**config.mk**
```make
export PLATFORM = sky130hd
export DESIGN_NAME = aggregation_reader_flat
export DESIGN_NICKNAME = d
export VERILOG_FILES = /design/src/rtl/aggregation_reader_if.sv /design/src/rtl/aggregation_reader.sv /design/src/flat_wrapper.sv
export SDC_FILE = /design/constraint.sdc
export NUM_CORES = 1
export LEC_CHECK = 0
export BUFFER_PORTS_ARGS = -buffer_cell sky130_fd_sc_hd__buf_2
export CORE_MARGIN = 1
export CORE_UTILIZATION = 63
export DETAILED_ROUTE_END_ITERATION = 7
export PLACE_DENSITY = 0.9
export SLEW_MARGIN = 10
export SYNTH_ARGS = -nofsm -noshare
export SYNTH_HDL_FRONTEND = slang
export SYNTH_SLANG_ARGS = --single-unit
```
**constraint.sdc**
```tcl
create_clock -name clock -period 7 [get_ports clock]
set_clock_uncertainty 0.1 [all_clocks]
set_input_delay 0.7 -clock clock [delete_from_list [all_inputs] [get_ports clock]]
set_output_delay 0.7 -clock clock [all_outputs]
set_load 0.03 [all_outputs]
```
**src/rtl/aggregation_reader_if.sv**
```systemverilog
// Single-port data memory bus shared by the node-processing stages.
//   data_in  : read data, valid on the first rising edge after address is driven
//   address  : 11-bit word address
//   wr_en    : write strobe, one write per rising edge while high
//   data_out : write data
// master = the stage driving the memory, slave = the memory model.
interface aggregation_reader_if;
  logic [15:0] data_in;
  logic [10:0] address;
  logic        wr_en;
  logic [15:0] data_out;

  modport master (input data_in, output address, output wr_en, output data_out);
  modport slave (output data_in, input address, input wr_en, input data_out);
endinterface

```
**src/rtl/aggregation_reader.sv**
```systemverilog
// Consumes the forAggregation flag (word 0x002). When started and the flag is 1, reads the
// neighbour-value count (0x003, clamped to MAX_VALUES) and that many words from VAL_BASE,
// sums them with 16-bit saturation, writes the sum (0x004) and count used (0x005), clears
// the flag and raises done. done holds until en re-arms the block.
// Ports:
//   clock, nrst        : clock, synchronous active-low reset
//   en, start          : re-arm (WAIT_EN only) / begin a pass (IDLE only)
//   mem                : memory master port (data_in, address, wr_en, data_out)
//   aggregate          : saturated sum of the last pass, 0 if no aggregation done
//   agg_valid          : last pass found the flag set and wrote results
//   done               : pass complete
module aggregation_reader #(
  parameter logic [10:0] VAL_BASE   = 11'h010,
  parameter int unsigned MAX_VALUES = 16
) (
  input  logic                        clock,
  input  logic                        nrst,
  input  logic                        en,
  input  logic                        start,
  aggregation_reader_if.master        mem,
  output logic [15:0]                 aggregate,
  output logic                        agg_valid,
  output logic                        done
);

  localparam logic [10:0] AddrFlag = 11'h002;
  localparam logic [10:0] AddrCnt  = 11'h003;
  localparam logic [10:0] AddrSum  = 11'h004;
  localparam logic [10:0] AddrUsed = 11'h005;
  localparam logic [15:0] MaxCnt   = 16'(MAX_VALUES);

  typedef enum logic [3:0] {
    StWaitEn, StIdle, StChkFlag, StLoadCnt, StAcc,
    StWrSum, StWrCnt, StClrFlag, StWrEnd, StFinish
  } state_e;

  state_e      state_q, state_d;
  logic [10:0] address_q, address_d;
  logic        wr_en_q, wr_en_d;
  logic [15:0] data_out_q, data_out_d;
  logic [15:0] aggregate_q, aggregate_d;
  logic        agg_valid_q, agg_valid_d;
  logic        done_q, done_d;
  logic [15:0] sum_q, sum_d;
  logic [15:0] cnt_q, cnt_d;
  logic [15:0] idx_q, idx_d;
  logic [16:0] sum_ext;
  logic [15:0] cnt_clamped;
  logic        last_read;

  assign sum_ext     = {1'b0, sum_q} + {1'b0, mem.data_in};
  assign cnt_clamped = (mem.data_in > MaxCnt) ? MaxCnt : mem.data_in;
  assign last_read   = (idx_q + 16'd1) == cnt_q;

  // State register
  always_ff @(posedge clock) begin
    if (!nrst) state_q <= StWaitEn;
    else       state_q <= state_d;
  end

  // Next-state logic
  always_comb begin
    state_d = state_q;
    case (state_q)
      StWaitEn:  if (en) state_d = StIdle;
      StIdle:    if (start) state_d = StChkFlag;
      StChkFlag: state_d = (mem.data_in == 16'h0001) ? StLoadCnt : StFinish;
      StLoadCnt: state_d = (cnt_clamped == 16'd0) ? StWrSum : StAcc;
      StAcc:     if (last_read) state_d = StWrSum;
      StWrSum:   state_d = StWrCnt;
      StWrCnt:   state_d = StClrFlag;
      StClrFlag: state_d = StWrEnd;
      StWrEnd:   state_d = StFinish;
      StFinish:  state_d = StWaitEn;
      default:   state_d = StWaitEn;
    endcase
  end

  // Output and datapath next values; all outputs are registered
  always_comb begin
    address_d   = address_q;
    wr_en_d     = 1'b0;
    data_out_d  = data_out_q;
    aggregate_d = aggregate_q;
    agg_valid_d = agg_valid_q;
    done_d      = done_q;
    sum_d       = sum_q;
    cnt_d       = cnt_q;
    idx_d       = idx_q;
    case (state_q)
      StWaitEn: begin
        if (en) begin
          done_d      = 1'b0;
          agg_valid_d = 1'b0;
          aggregate_d = 16'd0;
          sum_d       = 16'd0;
          address_d   = AddrFlag;
        end
      end
      StIdle:    if (start) address_d = AddrFlag;
      StChkFlag: begin
        if (mem.data_in == 16'h0001) address_d = AddrCnt;
        else                         agg_valid_d = 1'b0;
      end
      StLoadCnt: begin
        cnt_d = cnt_clamped;
        sum_d = 16'd0;
        idx_d = 16'd0;
        if (cnt_clamped != 16'd0) address_d = VAL_BASE;
      end
      StAcc: begin
        sum_d = sum_ext[16] ? 16'hFFFF : sum_ext[15:0];
        idx_d = idx_q + 16'd1;
        // Hold on the last word so the read window never runs past VAL_BASE+cnt-1
        if (!last_read) address_d = address_q + 11'd1;
      end
      StWrSum: begin
        address_d  = AddrSum;
        data_out_d = sum_q;
        wr_en_d    = 1'b1;
      end
      StWrCnt: begin
        address_d  = AddrUsed;
        data_out_d = cnt_q;
        wr_en_d    = 1'b1;
      end
      StClrFlag: begin
        address_d  = AddrFlag;
        data_out_d = 16'd0;
        wr_en_d    = 1'b1;
      end
      StWrEnd: begin
        aggregate_d = sum_q;
        agg_valid_d = 1'b1;
      end
      StFinish: done_d = 1'b1;
      default: ;
    endcase
  end

  always_ff @(posedge clock) begin
    if (!nrst) begin
      address_q   <= AddrFlag;
      wr_en_q     <= 1'b0;
      data_out_q  <= 16'd0;
      aggregate_q <= 16'd0;
      agg_valid_q <= 1'b0;
      done_q      <= 1'b0;
      sum_q       <= 16'd0;
      cnt_q       <= 16'd0;
      idx_q       <= 16'd0;
    end else begin
      address_q   <= address_d;
      wr_en_q     <= wr_en_d;
      data_out_q  <= data_out_d;
      aggregate_q <= aggregate_d;
      agg_valid_q <= agg_valid_d;
      done_q      <= done_d;
      sum_q       <= sum_d;
      cnt_q       <= cnt_d;
      idx_q       <= idx_d;
    end
  end

  assign mem.address  = address_q;
  assign mem.wr_en    = wr_en_q;
  assign mem.data_out = data_out_q;
  assign aggregate    = aggregate_q;
  assign agg_valid    = agg_valid_q;
  assign done         = done_q;

endmodule

```
**src/flat_wrapper.sv**
```systemverilog
// flat-port wrapper written by rule: the top's interface ports become plain ports
module aggregation_reader_flat 
#(
  parameter logic [10:0] VAL_BASE   = 11'h010,
  parameter int unsigned MAX_VALUES = 16
)
  (clock, nrst, en, start, aggregate, agg_valid, done, mem_data_in, mem_address, mem_wr_en, mem_data_out);
  aggregation_reader_if mem_i ();
  input  logic clock;
  input  logic nrst;
  input  logic en;
  input  logic start;
  output logic [15:0] aggregate;
  output logic agg_valid;
  output logic done;
  input wire logic [$bits(mem_i.data_in)-1:0] mem_data_in;
  output wire logic [$bits(mem_i.address)-1:0] mem_address;
  output wire logic [$bits(mem_i.wr_en)-1:0] mem_wr_en;
  output wire logic [$bits(mem_i.data_out)-1:0] mem_data_out;
  assign mem_i.data_in = mem_data_in;
  assign mem_address = mem_i.address;
  assign mem_wr_en = mem_i.wr_en;
  assign mem_data_out = mem_i.data_out;
  aggregation_reader #(.VAL_BASE(VAL_BASE), .MAX_VALUES(MAX_VALUES)) u_core (.clock(clock), .nrst(nrst), .en(en), .start(start), .mem(mem_i), .aggregate(aggregate), .agg_valid(agg_valid), .done(done));
endmodule
```
==> results.md, run 1 <==
- Critical Path RT: around 7200 ps
- CTS Buffer Depth: 2
- Height of the die: about 95 um
- Gate power share: 0.137
- Die area: 0.00899 mm^2
- Synthesized cell area: 0.00543 mm^2
- Initial antenna violation count: 0
- Routed WL per cell: 17.0 um
- Clock tree root buffer cell: clkbuf_8
- Int Pwr: 0.790 mW
- Area share of the largest cell type after synthesis: 0.361
- Synth Flop Type: dfxtp_1
- Final setup margin: 3550 ps
- Area of the core: 0.00826 mm^2
- Reg2reg start: u_core.state_q[0]
- Peak fanout along the critical path: 29
- Via count: 5178
- CTS tree: built
- Hold Worst Slack: 410 ps
- Fill count: 630
- Num CTS Buffers: 9
- Starting Density: 0.657
- Clk pwr share: 0.342
- Global-route wire length before repair: approximately 22 mm
- Period minus WS final: 3450 ps
- Clock sink total: 98
- Reg-to-reg slack, setup: 3550 ps
- P&R area growth vs syn: 10.1%
- Net count, final: 741
- Crit start category: flip-flop
- Worst path bufs/invs: 0
- Async SR Flop Fraction: 0
- Floorplan row count: 33
- Pwr/cell area: 188 mW/mm^2
- Final hold vios: 0
- Detailed Route WL: between 10 and 15 mm
- Register area share after synthesis: 0.361
- Worst-margin pin slew: 1210 ps
- Number of synthesized register bits: 98
- Hold path start: u_core.mem.data_out[11]
- Num ports: 66
- Setup WS pre-CTS: about 3200 ps
- Post-synthesis adder-cell area fraction: 0.0452
- Main area contributors after synthesis: dfxtp_1 36%, nor2_1 5.4%, a21oi_1 5.3%
- Max stage delay on crit path: 990 ps
- Post-CTS sizing: 0
- Cell Chain, Critical Path: nand2_1 -> or3_1 -> nor3_1 -> a22o_1 -> a311o_1 -> o21bai_2 -> mux2_1 -> a32o_1
- IO buf count: 65
- DRC violations left: 0
- Part of the power in registers: 0.520
- Initial DRC count: 449
- NetSw: 0.331 mW
- Syn Inst Count: between 600 and 700
- Global route total overflow: 0
- CP startpoint: u_core.state_q[0]
- Slew HR: 0.191
- Yosys warns: 0
- Syn nets: 704
- Family with the most delay on the worst path: simple AND/OR/NAND/NOR gates
- Max_cap viols: 0
- Worst-Skew Late Latency: 370 ps
- Setup TNS: 0 ps
- Die W: 94.8 um
- Final cycle utilization of the critical path: 0.493
- Final ANT Viol Nets: 0
- Largest family of logic cells by synthesized area: compound AO/OA/AOI/OAI gates
- Largest net degree at the start of global routing: 50
- Critical Path AT: about 3600 ps
- Post-synthesis cell type count: 66
- Crit path max-delay cell type: dfxtp_1
- Share of cells above drive strength 1: 0.141
- Global Route Usage Sum: 0.318
- Number of global-route vias before repair: 4750
- Leading area contributor after synthesis: dfxtp_1
- Static leakage: 2.51 nW
- RSZ-0062 raised after global routing: no
- HP Class: flip-flop to flip-flop
- Status: finished clean
- Worst-path clk slew: 100 ps
- XOR/XNOR Fraction of Synth Area: 0.0609
- Avg Cell Area, Syn: 8.16 um^2
- Simple-gate portion of the synthesized area: 0.225
- Postcts setup bufs: 0
- VDD IR max: about 0.1 mV
- Post-synth EDFFs: 0
- Vias per cell: 6.38
- Compound-cell area share of the yosys netlist: 0.245
- Switching share of power: 0.295
- Crit Path Category: flip-flop to flip-flop
- Placer's final routability congestion estimate: between 1 and 1.5
- Final Max Tran Viols: 0
- Detailed Place HPWL: between 9 and 10 mm
- Setup crit end kind: flip-flop
- # setup viols final: 0
- # H-tree levels: 3
- Fmax: around 290 MHz
- DRT Pass-1 Iters: 5
- Cts hold-fix bufs: 0
- Ant. Diodes: 0
- Mux cell area share after synthesis: 0.00945
worst register-to-register path: cells and delay by family (launching register included):
kind,cells,cell delay (ps)
AOI/OAI and AO/OA,4,830
DFF,1,990
muxes,1,350
and+or+nand+nor,3,1080
state kept, by name, indices dropped and copies added, names as in the netlist:
| name | cells |
|---|---|
| u_core.cnt_q | 16 |
| u_core.sum_q | 16 |
| u_core.mem.wr_en | 1 |
| u_core.done | 1 |
| u_core.mem.address | 11 |
| u_core.aggregate | 16 |
| u_core.state_q | 4 |
| u_core.agg_valid | 1 |
| u_core.mem.data_out | 16 |
| u_core.idx_q | 16 |
area by class of cell:
| class | instances | area (um^2) | share of cell area |
|---|---|---|---|
| Multi-Input combinational cell | 495 | 3200 | 0.536 |
| Sequential cell | 98 | 1960 | 0.328 |
| Timing Repair Buffer | 70 | 363 | 0.0607 |
| Tap cell | 105 | 131 | 0.0220 |
| Clock buffer | 9 | 124 | 0.0207 |
| Inverter | 28 | 105 | 0.0176 |
| Clock inverter | 7 | 88.8 | 0.0149 |
power groups by stage:
| stage | combinational [mW] | clock, mW | sequential, mW |
|---|---|---|---|
| after floorplan | 0.114 | 0 | 0.589 |
| after global placement | 0.144 | 0 | 0.595 |
| after detailed placement | 0.149 | 0 | 0.595 |
| after CTS | 0.150 | 0.389 | 0.582 |
| after global routing | 0.169 | 0.408 | 0.584 |
| final | 0.154 | 0.384 | 0.583 |
synthesized netlist by cell type (3+ instances only):
cell type,n
a211oi_1,3
a21o_1,17
a21oi_1,58
a22o_1,3
a22oi_1,22
a311oi_1,3
a31oi_1,11
and2_1,8
and3_1,15
and4_1,5
buf_2,5
clkbuf_1,35
dfxtp_1,98
ha_1,18
inv_1,27
mux2i_1,4
nand2_1,32
nand2b_1,14
nand3_1,21
nand3b_1,4
nand4_1,6
nor2_1,78
nor2b_1,18
nor3_1,18
nor4_1,5
o211ai_1,4
o21ai_0,28
o21ai_1,9
o32ai_1,15
or3_1,7
xnor2_1,18
xor2_1,12
layer usage:
layer  share of wire  GRT usage
met1            0.41      0.405
met5               0          0
met3           0.074     0.0612
met4           0.024      0.124
met2            0.49      0.531
worst paths after layout:
path	to	cells after the start
worst max-delay path	u_core.mem.address[2]	8
worst min register to register	u_core.mem.data_out[11]	2
worst max register to register	u_core.mem.address[2]	8
worst min-delay path	u_core.mem.data_out[11]	2
layout by cell type (no fill, tap or decap), drive strengths merged, types with 8 or more instances in the layout:
cell    count
and2        8
a31oi      11
and3       15
xor2       13
o21ai      37
nand2b     14
dfxtp      98
a21o       17
a21oi      58
buf        70
xnor2      19
nor2b      18
ha         18
a22oi      22
nor2       78
inv        30
clkbuf      9
nor3       18
o32ai      15
nand3      21
nand2      32
cell families after synthesis:
group	after synthesis
AO/OA/AOI/OAI	200
adder cells (fa/ha/maj)	19
multiplexers	5
AND/OR/NAND/NOR	238
flip-flops	98
buffers and inverters	72
XOR/XNOR	33
per-stage QoR:
step           power, mW  std cells   util  cell area [um^2]
6_report            1.12        812  0.724              5980
5_1_grt             1.16        812  0.724              5980
2_1_floorplan      0.703        665      -              5430
4_1_cts             1.12        812  0.722              5960
3_3_place_gp       0.739        796  0.696              5750
3_5_place_dp       0.744        796  0.696              5750
(Power assumes the default switching activity.)
==> run 2, diff against run 1 <==
CORE_UTILIZATION = 53   (was 63)
PLACE_DENSITY = 0.82   (was 0.9)
clock period = 2.9 ns   (was 7 ns; I/O delays follow)
==> run 2 against run 1 <==
Combinational power increased to 2.8 times the previous value. Sequential power up 140%. Clock power grew to 2.8 times the previous value. Flip-flop and latch count unchanged. Register-to-register slack got worse by 3500 ps. Sequential share of layout area shrank 1.3 points. First-iteration DRC count fell by 3.1%. Global-route usage fell by 3.7 points. Critical path depth is 1 higher. Maximum frequency is 23% higher. Non-clock buffer count is 21 higher. Cell area grew 4.3%. Critical path type unchanged. Largest cell class unchanged. Largest power group unchanged.
==> results.md, run 2 (same netlist as run 1, synthesis figures left out) <==
- Status: finished clean
- Cts hold-fix bufs: 0 (unchanged)
- P&R area growth vs syn: 14.9%
- Worst-path clk slew: 90 ps (about the same)
- Crit path max-delay cell type: or4b_4
- Worst-Skew Late Latency: 370 ps (about the same)
- Static leakage: 2.61 nW (+4.2%)
- Detailed Route WL: 14.6 mm (+6.0%)
- Net count, final: 762 (+2.8%)
- DRC violations left: 0 (unchanged)
- Placer's final routability congestion estimate: 0.936 (-6.6%)
- CP startpoint: u_core.idx_q[0]
- Hold Path End: u_core.cnt_q[3]
- Clock sink total: 98 (unchanged)
- Hold Path Depth: 3 (+1)
- Final setup margin: 92.1 ps (-3460 ps)
- Final hold vios: 0 (unchanged)
- Commonest non-fill, non-tap cell in the layout: dfxtp_1
- Reg-to-reg slack, setup: 90 ps (-3460 ps)
- Area of the core: 0.00986 mm^2 (+19%)
- Critical Path AT: 2970 ps (-640 ps)
- FF-to-FF End: u_core.mem.address[9]
- M2 GR Usage: 0.478 (-0.0532)
- VDD IR max: 0.269 mV (+170%)
- Num CTS Buffers: 9 (unchanged)
- # H-tree levels: 3 (unchanged)
- GR peak layer: met2
- Height of the die: 103 um (+8.8%)
- Max_cap viols: 0 (unchanged)
- Fin util: 0.632 (-0.0916)
- Setup WS pre-CTS: 19.4 ps (-3170 ps)
- RSZ-0062 raised after global routing: no
- Largest net degree at the start of global routing: 49 (-2.0%)
- Setup TNS: 0 ps (unchanged)
- Floorplan row count: 36 (+9.1%)
- Crit start category: flip-flop
- Cell Chain, Critical Path: ha_4 -> xnor2_2 -> o211ai_1 -> or4b_4 -> a2111oi_4 -> nand4_4 -> and4_4 -> a32o_1 -> a31o_1
- DP Area: 0.00593 mm^2 (+3.2%)
- Die area: 0.0106 mm^2 (+18%)
- Detailed Place HPWL: 10.2 mm (+4.2%)
- Met3 Resource Use GR: 0.0356 (-0.0256)
- Worst-margin pin slew: 1100 ps (-108 ps)
- HP Class: primary input to flip-flop
- Num ports: 66 (unchanged)
- CTS Buffer Depth: 2 (unchanged)
- # setup viols final: 0 (unchanged)
- CTS tree: built
- Final Max Tran Viols: 0 (unchanged)
- Worst path bufs/invs: 0 (unchanged)
- Share of cells above drive strength 1: 0.177 (+0.0358)
- Peak fanout along the critical path: 8 (-72%)
- Final cycle utilization of the critical path: 0.968 (+0.475)
- Fmax: 356 MHz (+23%)
- Period minus WS final: 2810 ps (-643 ps)
- Global-route wire length before repair: 23.3 mm (+3.7%)
- Global Route Usage Sum: 0.281 (-0.0372)
- Final ANT Viol Nets: 0 (unchanged)
- Via count: 5279 (+2.0%)
- Die W: 103 um (+8.8%)
- Setup crit end kind: flip-flop
- Reg2reg start: u_core.idx_q[0]
- Hold path start: mem_data_in[3]
- R2R cell count: 9 (+1)
- Ant. Diodes: 0 (unchanged)
- IO buf count: 65 (unchanged)
- Crit Path Category: flip-flop to flip-flop
- Starting Density: 0.550 (-0.107)
- Slew HR: 0.266 (+0.0748)
- Clock tree root buffer cell: clkbuf_8
- Family with the most delay on the worst path: simple AND/OR/NAND/NOR gates
- Number of global-route vias before repair: 4840 (+1.9%)
- Vias per cell: 6.13 (-3.9%)
- Critical Path RT: 3060 ps (-4100 ps)
- Initial antenna violation count: 0 (unchanged)
- Commonest non-fill, non-tap cells in the layout: 93 x dfxtp_1, 78 x nor2_1, 65 x buf_2
- Initial DRC count: 435 (-3.1%)
- Pwr/cell area: 460 mW/mm^2 (+150%)
- Global route total overflow: 0 (unchanged)
- Max stage delay on crit path: 500 ps (-490 ps)
- PnR Total Power: 2.87 mW (+160%)
- Routed WL per cell: 17.0 um (about the same)
- Final Instance Area: 0.00623 mm^2 (+4.3%)
- DRT Pass-1 Iters: 5 (unchanged)
- Met1 GRT Util: 0.362 (-0.0420)
run 2: area by class of cell:
type / instances / area (um^2)
Fill cell: 817 / 3630
Multi-Input combinational cell: 495 / 3230
Sequential cell: 98 / 1970
Timing Repair Buffer: 91 / 528
Tap cell: 133 / 166
Clock buffer: 11 / 131
Inverter: 28 / 105
Clock inverter: 5 / 103
run 2: routing by layer:
layer / routed length [um] / share of wire
met1: 6340 / 0.43
met5: 0 / 0
met3: 841 / 0.058
met2: 7080 / 0.49
met4: 329 / 0.023
run 2: stage by stage:
stage	hold slack [ps]	std cells
4_1_cts	92.6	859
6_report	111	861
3_3_place_gp	349	843
5_1_grt	113	861
3_5_place_dp	355	843
2_1_floorplan	338	665
run 2: timing repair:
item | 4_1_cts | 5_1_grt
pin swaps | 0 | 7
resized for setup | 1 | 12
setup endpoints to repair | 1 | 22
setup buffers | 0 | 2
run 2: tightest hold or removal path, delay by kind of cell:
kind	cells	cell delay (ps)
buf+inv	1	110
compound gates	1	70
simple gates	1	70
run 2: worst max-delay path by stage:
stage	end	slack, ps	depth (start not counted)
finish	u_core.mem.address[9]	90	9
global route	u_core.sum_q[12]	4	12
CTS	u_core.mem.address[2]	30	8
detailed placement	u_core.mem.address[0]	20	8
global placement	u_core.mem.address[2]	90	8
floorplan	u_core.mem.address[2]	60	10
run 2: where the power goes:
group          internal [mW]  switching (mW)
combinational          0.149           0.276
clock                  0.573           0.483
sequential              1.36          0.0207
total                   2.09           0.780
